[src/rtl/divide_pkg.sv]
// Shared types and helpers for the iterative signed/unsigned divider.
package divide_pkg;

  typedef enum logic [1:0] {
    IDLE = 2'd0,
    RUN  = 2'd1,
    FIX  = 2'd2
  } state_e;

  // Widest operand the magnitude helper supports.
  localparam int MAX_W = 64;
  localparam int MAX_IW = $clog2(MAX_W);

  // Magnitude of a w-bit value held zero-extended in a MAX_W-bit word.
  // Negation is mod 2^MAX_W; the caller truncates to w bits, which gives
  // the correct mod 2^w result (so |MIN| = 2^(w-1) is preserved).
  function automatic logic [MAX_W-1:0] abs_w(input logic [MAX_W-1:0] value,
                                             input int unsigned      w,
                                             input logic             sgn);
    logic neg;
    neg = sgn & value[MAX_IW'(w - 1)];
    if (neg) return (~value) + MAX_W'(1);
    else     return value;
  endfunction

endpackage

[src/rtl/divide_step.sv]
// One restoring division step: shift in the next dividend bit, subtract the
// divisor when that does not borrow, and report the resulting quotient bit.
module divide_step #(
  parameter int W = 32
) (
  input  logic [W:0]   rem,
  input  logic         next_bit,
  input  logic [W-1:0] divisor,
  output logic [W:0]   rem_next,
  output logic         q_bit
);

  logic [W+1:0] shifted;
  logic [W+1:0] diff;
  logic         borrow;

  // Trial subtraction on a widened remainder; the top bit of diff is the borrow.
  always_comb begin
    shifted  = {rem, next_bit};
    diff     = shifted - {2'b00, divisor};
    borrow   = diff[W+1];
    q_bit    = ~borrow;
    rem_next = (W+1)'(borrow ? shifted : diff);
  end

endmodule

[src/rtl/divide_signed.sv]
// Iterative radix-2 restoring divider for DIV/DIVU/REM/REMU.
// Works on magnitudes for W cycles, then applies the result signs in FIX.
// Divide-by-zero needs no special datapath: subtracting a zero divisor never
// borrows, so the raw quotient is all ones and the remainder is |a|; only the
// quotient sign fix is suppressed.
module divide_signed
  import divide_pkg::*;
#(
  parameter int W = 32
) (
  input  logic         clk,
  input  logic         rst,
  input  logic [W-1:0] a,
  input  logic [W-1:0] b,
  input  logic         sgn,
  input  logic         stb,
  output logic [W-1:0] q,
  output logic [W-1:0] r,
  output logic         ack
);

  localparam int CW = $clog2(W);

  state_e         state_q;
  logic [CW-1:0]  cnt_q;
  logic [W:0]     rem_q;
  logic [W-1:0]   dvd_q;
  logic [W-1:0]   dvs_q;
  logic [W-1:0]   quot_q;
  logic           qneg_q;
  logic           rneg_q;
  logic           dz_q;
  logic [W-1:0]   q_q;
  logic [W-1:0]   r_q;
  logic           ack_q;

  logic [W-1:0]   a_mag;
  logic [W-1:0]   b_mag;
  logic [W:0]     rem_d;
  logic           qbit_d;

  // Operand magnitudes are only captured on the accepting edge.
  always_comb begin
    a_mag = W'(abs_w(MAX_W'(a), W, sgn));
    b_mag = W'(abs_w(MAX_W'(b), W, sgn));
  end

  divide_step #(.W(W)) u_step (
    .rem      (rem_q),
    .next_bit (dvd_q[W-1]),
    .divisor  (dvs_q),
    .rem_next (rem_d),
    .q_bit    (qbit_d)
  );

  // Control FSM, datapath registers and registered results.
  always_ff @(posedge clk or posedge rst) begin
    if (rst) begin
      state_q <= IDLE;
      cnt_q   <= '0;
      rem_q   <= '0;
      dvd_q   <= '0;
      dvs_q   <= '0;
      quot_q  <= '0;
      qneg_q  <= 1'b0;
      rneg_q  <= 1'b0;
      dz_q    <= 1'b0;
      q_q     <= '0;
      r_q     <= '0;
      ack_q   <= 1'b0;
    end else begin
      ack_q <= 1'b0;
      case (state_q)
        IDLE: begin
          if (stb) begin
            dvd_q   <= a_mag;
            dvs_q   <= b_mag;
            qneg_q  <= sgn & (a[W-1] ^ b[W-1]);
            rneg_q  <= sgn & a[W-1];
            dz_q    <= (b == '0);
            rem_q   <= '0;
            quot_q  <= '0;
            cnt_q   <= '0;
            state_q <= RUN;
          end
        end
        RUN: begin
          rem_q  <= rem_d;
          dvd_q  <= {dvd_q[W-2:0], 1'b0};
          quot_q <= {quot_q[W-2:0], qbit_d};
          cnt_q  <= cnt_q + CW'(1);
          if (cnt_q == CW'(W - 1)) state_q <= FIX;
        end
        FIX: begin
          q_q     <= (qneg_q && !dz_q) ? -quot_q : quot_q;
          r_q     <= rneg_q ? -rem_q[W-1:0] : rem_q[W-1:0];
          ack_q   <= 1'b1;
          state_q <= IDLE;
        end
        default: state_q <= IDLE;
      endcase
    end
  end

  assign q   = q_q;
  assign r   = r_q;
  assign ack = ack_q;

endmodule

[config.mk]
export PLATFORM = sky130hd
export DESIGN_NAME = divide_signed
export DESIGN_NICKNAME = d
export VERILOG_FILES = /design/src/rtl/divide_pkg.sv /design/src/rtl/divide_step.sv /design/src/rtl/divide_signed.sv
export SDC_FILE = /design/constraint.sdc
export NUM_CORES = 1
export LEC_CHECK = 0
export ABC_AREA = 1
export CAP_MARGIN = 20
export CELL_PAD_IN_SITES_DETAIL_PLACEMENT = 1
export CELL_PAD_IN_SITES_GLOBAL_PLACEMENT = 2
export CORE_ASPECT_RATIO = 1.4
export CORE_UTILIZATION = 30
export CTS_CLUSTER_SIZE = 28
export DETAILED_ROUTE_END_ITERATION = 7
export PLACE_DENSITY_LB_ADDON = 0.1
export SLEW_MARGIN = 20
export SYNTH_ARGS = -nofsm -noshare
export SYNTH_HDL_FRONTEND = slang
export SYNTH_SLANG_ARGS = --single-unit
[constraint.sdc]
create_clock -name clk -period 6.3 [get_ports clk]
set_input_delay 1.26 -clock clk [delete_from_list [all_inputs] [get_ports clk]]
set_output_delay 1.26 -clock clk [all_outputs]
set_load 0.02 [all_outputs]
==> results.txt, run 1 <==
----------------------------------------------------
[Status]
  Result of the run ... finished, final reports clean

[Clocking]
  TritonCTS clock tree ... done
  Number of buffers created by CTS ... 23
  Count of H-tree levels built during CTS ... 1
  Post-cts resize count ... 0
  # hold bufs at CTS ... 0
  Register clock-pin slew on the reported worst setup and hold paths ... 0.06 ns
  Count of clock tree sinks ... 204
  CTS max path bufs ... 3
  Clock root buffer ... sky130_fd_sc_hd__clkbuf_16
  Buffer count from post-CTS setup fixing ... 0
  Insertion delay of the later-clocked pin in the worst-skew pair ... 0.55 ns

[Placement]
  Buffers added on ports ... 132
  Routability congestion estimate from global placement ... 0.818
  HPWL after DPL ... 35.6 mm
  Cell Area, Placed ... 16100 µm²

[Worst setup path]
  Highest cell delay on the worst timing path ... 0.85 ns
  Slowest stage cell on the critical path ... sky130_fd_sc_hd__clkinv_1
  Startpoint kind of the worst setup timing path ... input port
  Worst setup EP type ... flip-flop
  Ordered cell list for the critical path ... clkdlybuf4s50_1 -> nand2_1 -> clkinv_1 -> o31ai_1 -> nand3_2 -> o21ai_1 -> nand2_1 -> o21ai_1
  Peak fanout along the critical path ... 26
  CP required ... 6.77 ns
  Critical Setup Path Class ... input port to flip-flop
  Setup slack on the worst flop-to-flop path ... 3.51 ns
  Arrival time reported for the critical path endpoint ... 4.14 ns

[Power and ir drop]
  Sequential cell fraction of total power ... 0.245
  Reported leakage power ... 8.10 nW
  Power density over the cells ... 544 nW/µm²
  Internal power component ... 0.00451 W
  Worst IR drop on VDD ... 0.000204 V
  Switching portion of total power ... 0.508
  Reported net switching power ... 0.00466 W
  Fraction of power consumed by the clock network ... 0.147
  Share of total power in combinational logic ... 0.608

[Finish]
  Layout cell share with drive strength beyond 1 ... 0.0520
  Number of fillers in the final layout ... 5885
  End-of-flow core utilization ... 0.359
  Multi-input gate area in the final layout ... 7680 µm²
  Antenna fix cells ... 0
  Most frequent standard cell in the layout excluding fill and tap cells ... sky130_fd_sc_hd__nand2_1
  Layout-stage area growth over the synthesis result ... 18.5%
  Register cell area after layout ... 5100 µm²
  Net count reported at finish ... 2265
  Final cell area excluding filler cells ... 16800 µm²
  Highest-count cells in the layout ignoring fill and taps ... sky130_fd_sc_hd__nand2_1, sky130_fd_sc_hd__inv_1, sky130_fd_sc_hd__dfrtp_1

[Global routing]
  Via count of the first global-routing pass ... 13900
  Pin count of the biggest net entering global routing ... 111
  Number of antenna violations at the first check in global routing ... 0
  Aggregate global routing overflow ... 0
  Gr usage total ... 0.193
  Wire length of the first global-routing pass ... 74.4 mm

[Routing]
  # DRC ... 0
  DR iter-0 viols ... 462
  Average detailed-routed wire length per instance ... 16.2 µm
  Total length of routed wires ... 45.2 mm
  Vias per inst ... 4.74
  Vias post-DR ... 13300
  Count of nets left with antenna violations after detail routing ... 0
  1st-pass router iterations ... 4

[Min path]
  Class of the tightest hold or removal check ... flip-flop to flip-flop

[Die]
  Die X ... 186 µm
  Number of placed I/O pins ... 133
  Core region area ... 46900 µm²
  Effective utilization at floorplan ... 0.303
  DIE HEIGHT ... 260 µm
  Total number of placement rows ... 94
  Area enclosed by the die boundary ... 48300 µm²

[Logic synthesis]
  Count of flip-flops with a built-in enable after synthesis ... 0
  Flops & latches, synth ... 204
  Post-Synthesis Mean Instance Area ... 6.90 µm²
  Fraction of synthesis flops using an asynchronous set or reset pin ... 1.00
  Number of warnings issued by yosys ... 0
  Synth cell types ... 46
  Number of cells produced by synthesis ... 2060
  Netlist Area Pre-Place ... 14200 µm²
  Sequential element share of the synthesized area ... 0.359
  Synthesized net count ... 2167
  Commonest register cell after synthesis ... sky130_fd_sc_hd__dfrtp_1

[STA]
  Clk_skew ... 0.0176 ns
  Slew Viols, Final ... 0
  Setup violation total in the final timing report ... 0
  RSZ-0062 raised after global routing ... false
  Worst slew pin tran ... 0.819 ns
  Sum of negative setup slack ... 0 ns
  Minimum period implied by the final worst setup slack ... 3.67 ns
  Final count of hold timing violations ... 0
  Final hold slack ... 0.480 ns
  Share of the clock period used by the worst path after layout ... 0.582
  Max frequency ... 0.273 GHz
  Headroom to the max-slew limit ... 0.454

[Run]
  MaxCap Viol Count ... 0

----------------------------------------------------
final timing paths:
check                          start        end  cells after the start
setup / recovery                 sgn  dvd_q[30]                      8
min in group asynchronous        rst       r[2]                      2
setup reg to reg           dvd_q[31]  rem_q[14]                     14
hold reg to reg                q[17]      q[17]                      2
hold / removal                 q[17]      q[17]                      2
max in group asynchronous        rst  dvd_q[23]                      3
power by group through the flow:
stage / logic, W / clock network (W) / registers (W)
after CTS: 0.00566 / 0.00141 / 0.00225
final: 0.00558 / 0.00135 / 0.00225
after global routing: 0.00639 / 0.00144 / 0.00232
after detailed placement: 0.00564 / 0 / 0.00227
after floorplan: 0.00419 / 0 / 0.00214
after global placement: 0.00552 / 0 / 0.00225
critical path, delay by kind of cell:
kind	cells	cell delay (ns)
AOI/OAI and AO/OA	3	0.76
and+or+nand+nor	3	0.82
buffers and inverters	2	1.29
cell usage after synthesis (2+ instances only):
library cell | number | area (µm²)
sky130_fd_sc_hd__inv_1 | 286 | 1070
sky130_fd_sc_hd__buf_2 | 8 | 40.0
sky130_fd_sc_hd__nor3b_1 | 2 | 15.0
sky130_fd_sc_hd__a31oi_1 | 14 | 87.6
sky130_fd_sc_hd__nor2_1 | 190 | 713
sky130_fd_sc_hd__nor3_1 | 26 | 130
sky130_fd_sc_hd__or2_2 | 3 | 18.8
sky130_fd_sc_hd__nor3_2 | 8 | 80.1
sky130_fd_sc_hd__inv_2 | 3 | 11.3
sky130_fd_sc_hd__xnor2_1 | 18 | 158
sky130_fd_sc_hd__nor2_4 | 3 | 33.8
sky130_fd_sc_hd__nand3_2 | 23 | 230
sky130_fd_sc_hd__o21ai_2 | 2 | 17.5
sky130_fd_sc_hd__a22o_1 | 2 | 17.5
sky130_fd_sc_hd__nand3_1 | 186 | 931
sky130_fd_sc_hd__xor2_1 | 69 | 604
sky130_fd_sc_hd__o22ai_1 | 34 | 213
sky130_fd_sc_hd__nand2_2 | 8 | 50.1
sky130_fd_sc_hd__o21ai_0 | 121 | 606
sky130_fd_sc_hd__nor4_1 | 6 | 37.5
sky130_fd_sc_hd__nor2_2 | 4 | 25.0
sky130_fd_sc_hd__dfrtp_1 | 204 | 5100
sky130_fd_sc_hd__buf_1 | 4 | 15.0
sky130_fd_sc_hd__buf_8 | 2 | 30.0
sky130_fd_sc_hd__a21oi_1 | 39 | 195
sky130_fd_sc_hd__clkinv_1 | 4 | 15.0
sky130_fd_sc_hd__o31ai_1 | 10 | 75.1
sky130_fd_sc_hd__clkbuf_1 | 47 | 176
sky130_fd_sc_hd__buf_4 | 5 | 37.5
sky130_fd_sc_hd__nand3b_1 | 12 | 90.1
sky130_fd_sc_hd__nand2_1 | 585 | 2200
sky130_fd_sc_hd__ha_1 | 38 | 475
sky130_fd_sc_hd__and2_1 | 6 | 37.5
sky130_fd_sc_hd__buf_6 | 5 | 56.3
sky130_fd_sc_hd__o21ai_1 | 12 | 60.1
sky130_fd_sc_hd__o211ai_1 | 6 | 45.0
sky130_fd_sc_hd__nand3_4 | 2 | 35.0
sky130_fd_sc_hd__a22oi_1 | 29 | 218
sky130_fd_sc_hd__a21oi_2 | 3 | 26.3
sky130_fd_sc_hd__nand2_4 | 4 | 45.0
sky130_fd_sc_hd__nand4_1 | 22 | 138
per-layer routing:
| metal | part of all wire | wire [µm] | track usage |
|---|---|---|---|
| met2 | 0.48 | 21700 | 0.331 |
| met3 | 0.021 | 955 | 0.0147 |
| met5 | 0 | 0 | 0 |
| met4 | 0.021 | 937 | 0.0464 |
| met1 | 0.48 | 21600 | 0.262 |
kinds of logic (layout without fill, tap and decap cells):
family,Yosys count,count (layout),share of synthesized area
simple gates,1091,1091,0.339
buf+inv,364,476,0.102
compound gates,275,275,0.111
flops,204,204,0.359
xor+xnor,87,87,0.0536
fa+ha+maj,39,39,0.0349
per-stage QoR:
stage	worst slack, ns	instances	total power [W]
after detailed placement	2.00	2756	0.00791
after CTS	2.56	2795	0.00932
after global placement	2.08	2756	0.00778
after global routing	2.31	2796	0.0102
after floorplan	2.40	2060	0.00634
final	2.63	2796	0.00917
sequential cells by signal (all words and copies together), names as in the netlist:
signal   flops
rem_q       33
q           32
dz_q         1
cnt_q        5
ack          1
qneg_q       1
state_q      2
quot_q      32
dvs_q       32
rneg_q       1
r           32
dvd_q       32
final cells by class:
| class | count | area share |
|---|---|---|
| multi-input combinational | 1492 | 0.456 |
| sequential | 204 | 0.303 |
| timing repair buffer | 144 | 0.0855 |
| inverter | 293 | 0.0655 |
| tap | 624 | 0.0463 |
| clock buffer | 34 | 0.0384 |
| clock inverter | 5 | 0.00535 |
(Power assumes the default switching activity.)
==> inputs of run 2 (changes only) <==
- clock period: 6.3 -> 3.2 ns (I/O delays scaled with it)
==> run 2 against run 1 <==
  * Wire length rose by 0.83%
  * Setup slack got worse by 2.1 ns
  * Cell count is 0.36% higher
  * Critical path depth grew 4
  * Register-to-register slack lost 2.9 ns
  * Clock skew fell by 0.0029 ns
==> results.txt, run 2 (synthesis gave the netlist of run 1 again) <==
----------------------------------------------------
[Routing]
  Average detailed-routed wire length per instance ... 16.2 µm (+0.47%)
  1st-pass router iterations ... 4 (unchanged)
  Count of nets left with antenna violations after detail routing ... 0 (unchanged)
  DR iter-0 viols ... 424 (-8.2%)
  Total length of routed wires ... 45.6 mm (+0.83%)
  Vias per inst ... 4.77 (+0.58%)
  # DRC ... 0 (unchanged)
  Vias post-DR ... 13400 (+0.94%)

[Clocking]
  CTS max path bufs ... 3 (unchanged)
  Clock root buffer ... sky130_fd_sc_hd__clkbuf_16
  TritonCTS clock tree ... done
  Count of clock tree sinks ... 204 (unchanged)
  Post-cts resize count ... 0 (unchanged)
  Count of H-tree levels built during CTS ... 1 (unchanged)
  # hold bufs at CTS ... 0 (unchanged)
  Insertion delay of the later-clocked pin in the worst-skew pair ... 0.54 ns (about the same)
  Register clock-pin slew on the reported worst setup and hold paths ... 0.06 ns (about the same)
  Number of buffers created by CTS ... 23 (unchanged)
  Buffer count from post-CTS setup fixing ... 0 (unchanged)

[Power and ir drop]
  PnR Total Power ... 0.0180 W (+97%)
  Worst IR drop on VDD ... 0.000411 V (+100%)
  Power density over the cells ... 1060 nW/µm² (+96%)
  Reported leakage power ... 8.15 nW (+0.65%)

[STA]
  Headroom to the max-slew limit ... 0.466 (+0.0121)
  Final count of hold timing violations ... 0 (unchanged)
  Worst slew pin tran ... 0.801 ns (-0.0182 ns)
  Max frequency ... 0.382 GHz
  Sum of negative setup slack ... 0 ns (unchanged)
  Minimum period implied by the final worst setup slack ... 2.62 ns
  Slew Viols, Final ... 0 (unchanged)
  Clk_skew ... 0.0148 ns (-0.00286 ns)
  Final worst setup slack ... 0.580 ns (-2.05 ns)
  RSZ-0062 raised after global routing ... false
  Share of the clock period used by the worst path after layout ... 0.819
  Setup violation total in the final timing report ... 0 (unchanged)

[Status]
  Result of the run ... finished, final reports clean

[Die]
  DIE HEIGHT ... 260 µm (unchanged)
  Core region area ... 46900 µm² (unchanged)
  Area enclosed by the die boundary ... 48300 µm² (unchanged)
  Total number of placement rows ... 94 (unchanged)
  Effective utilization at floorplan ... 0.303 (unchanged)
  Number of placed I/O pins ... 133 (unchanged)
  Die X ... 186 µm (unchanged)

[Min path]
  Class of the tightest hold or removal check ... input port to async pin

[Worst setup path]
  Peak fanout along the critical path ... 33 (+27%)
  Worst setup EP type ... flip-flop
  Critical Setup Path Class ... flip-flop to flip-flop
  Setup slack on the worst flop-to-flop path ... 0.58 ns (-2.93 ns)
  Count of cells along the worst register-to-register path ... 12 (-2)
  Highest cell delay on the worst timing path ... 0.51 ns (-0.34 ns)
  Ordered cell list for the critical path ... ha_1 -> nand2_1 -> inv_1 -> nand2_1 -> nand2_1 -> nand2_1 -> a21oi_2 -> nor2_4 -> nand3_4 -> nand3_1 -> nand3_1 -> nand2_1
  CP required ... 3.68 ns (-3.09 ns)
  Worst reg2reg path endpoint ... rem_q[6]
  Startpoint kind of the worst setup timing path ... flip-flop
  Arrival time reported for the critical path endpoint ... 3.10 ns (-1.04 ns)
  RR Startpoint ... rem_q[18]
  Crit-path most repeated cell ... sky130_fd_sc_hd__nand2_1
  Slowest stage cell on the critical path ... sky130_fd_sc_hd__dfrtp_1

[Placement]
  Pre-CTS setup slack ... 0.290 ns (-1.71 ns)
  Buffers added on ports ... 132 (unchanged)
  HPWL after DPL ... 35.7 mm (+0.43%)
  Routability congestion estimate from global placement ... 0.833 (+1.8%)

[Global routing]
  Wire length of the first global-routing pass ... 75.1 mm (+1.0%)
  Gr usage total ... 0.194 (+0.000555)
  Number of antenna violations at the first check in global routing ... 0 (unchanged)
  Via count of the first global-routing pass ... 14000 (+1.1%)
  Pin count of the biggest net entering global routing ... 76 (-32%)
  Aggregate global routing overflow ... 0 (unchanged)

[Finish]
  Antenna fix cells ... 0 (unchanged)
  Largest register by flop count ... rem_q
  Highest-count cells in the layout ignoring fill and taps ... sky130_fd_sc_hd__nand2_1, sky130_fd_sc_hd__inv_1, sky130_fd_sc_hd__dfrtp_1
  Flip-flop count of the largest register after layout ... 33 (unchanged)
  Most frequent standard cell in the layout excluding fill and tap cells ... sky130_fd_sc_hd__nand2_1
  Layout-stage area growth over the synthesis result ... 19.1%
  Net count reported at finish ... 2272 (+0.31%)
  Layout cell share with drive strength beyond 1 ... 0.0573 (+0.00526)

[Run]
  MaxCap Viol Count ... 0 (unchanged)

----------------------------------------------------
run 2: cell types whose count changed in the layout (fill, tap and decap cells not counted):
cell                        previous run  this run
sky130_fd_sc_hd__clkinv_2              2         6
sky130_fd_sc_hd__buf_12                1         5
sky130_fd_sc_hd__bufinv_16             2         0
sky130_fd_sc_hd__clkbuf_16            24        23
sky130_fd_sc_hd__clkbuf_1              8         6
sky130_fd_sc_hd__clkbuf_8              3         6
sky130_fd_sc_hd__buf_4                10        14
run 2: worst max path at each step:
| stage | start | to | slack, ns | cells after the start |
|---|---|---|---|---|
| after detailed placement | a[0] | dvd_q[21] | 0.29 | 11 |
| final | rem_q[18] | rem_q[6] | 0.58 | 12 |
| after global routing | dvd_q[31] | rem_q[24] | 0.35 | 16 |
| after CTS | dvd_q[31] | rem_q[24] | 0.53 | 16 |
| after floorplan | rst | ack | -0.08 | 1 |
| after global placement | a[0] | dvd_q[21] | 0.34 | 11 |
run 2: metrics by stage:
| step | hold WS, ns | util | instance area (µm²) | std cells |
|---|---|---|---|---|
| detailed placement | 0.470 | 0.345 | 16200 | 2764 |
| floorplan | 0.449 | - | 14200 | 2060 |
| global route | 0.373 | 0.361 | 16900 | 2806 |
| finish | 0.369 | 0.361 | 16900 | 2806 |
| CTS | 0.346 | 0.361 | 16900 | 2806 |
| global placement | 0.467 | 0.345 | 16200 | 2764 |
run 2: metal layers:
| metal | routed length, µm | part of all wire | GRT usage |
|---|---|---|---|
| met5 | 0 | 0 | 0 |
| met4 | 783 | 0.017 | 0.0435 |
| met1 | 21800 | 0.48 | 0.259 |
| met2 | 22000 | 0.48 | 0.336 |
| met3 | 957 | 0.021 | 0.0154 |
run 2: final cells by class:
class / count / area (µm²)
fillers: 5855 / 30000
multi-input cells: 1492 / 7680
flip-flops and latches: 204 / 5100
repair buffers: 151 / 1530
inverters: 293 / 1100
well taps: 624 / 781
clock buffers: 35 / 681
clock inverters: 7 / 50.0
run 2: critical path: cells and delay by family, from the launching register on:
family                   cells  cell delay, ns
buffers and inverters        1            0.05
AND/OR/NAND/NOR              9            1.45
AO/OA/AOI/OAI                1            0.09
adder cells (fa/ha/maj)      1            0.43
flip-flops                   1            0.51
run 2: report_power, final:
group,leakage [nW],switching [W],total (W),internal (W)
clock,0.367,0.00111,0.00258,0.00147
combinational,5.23,0.00718,0.0110,0.00382
sequential,2.56,0.000928,0.00444,0.00351
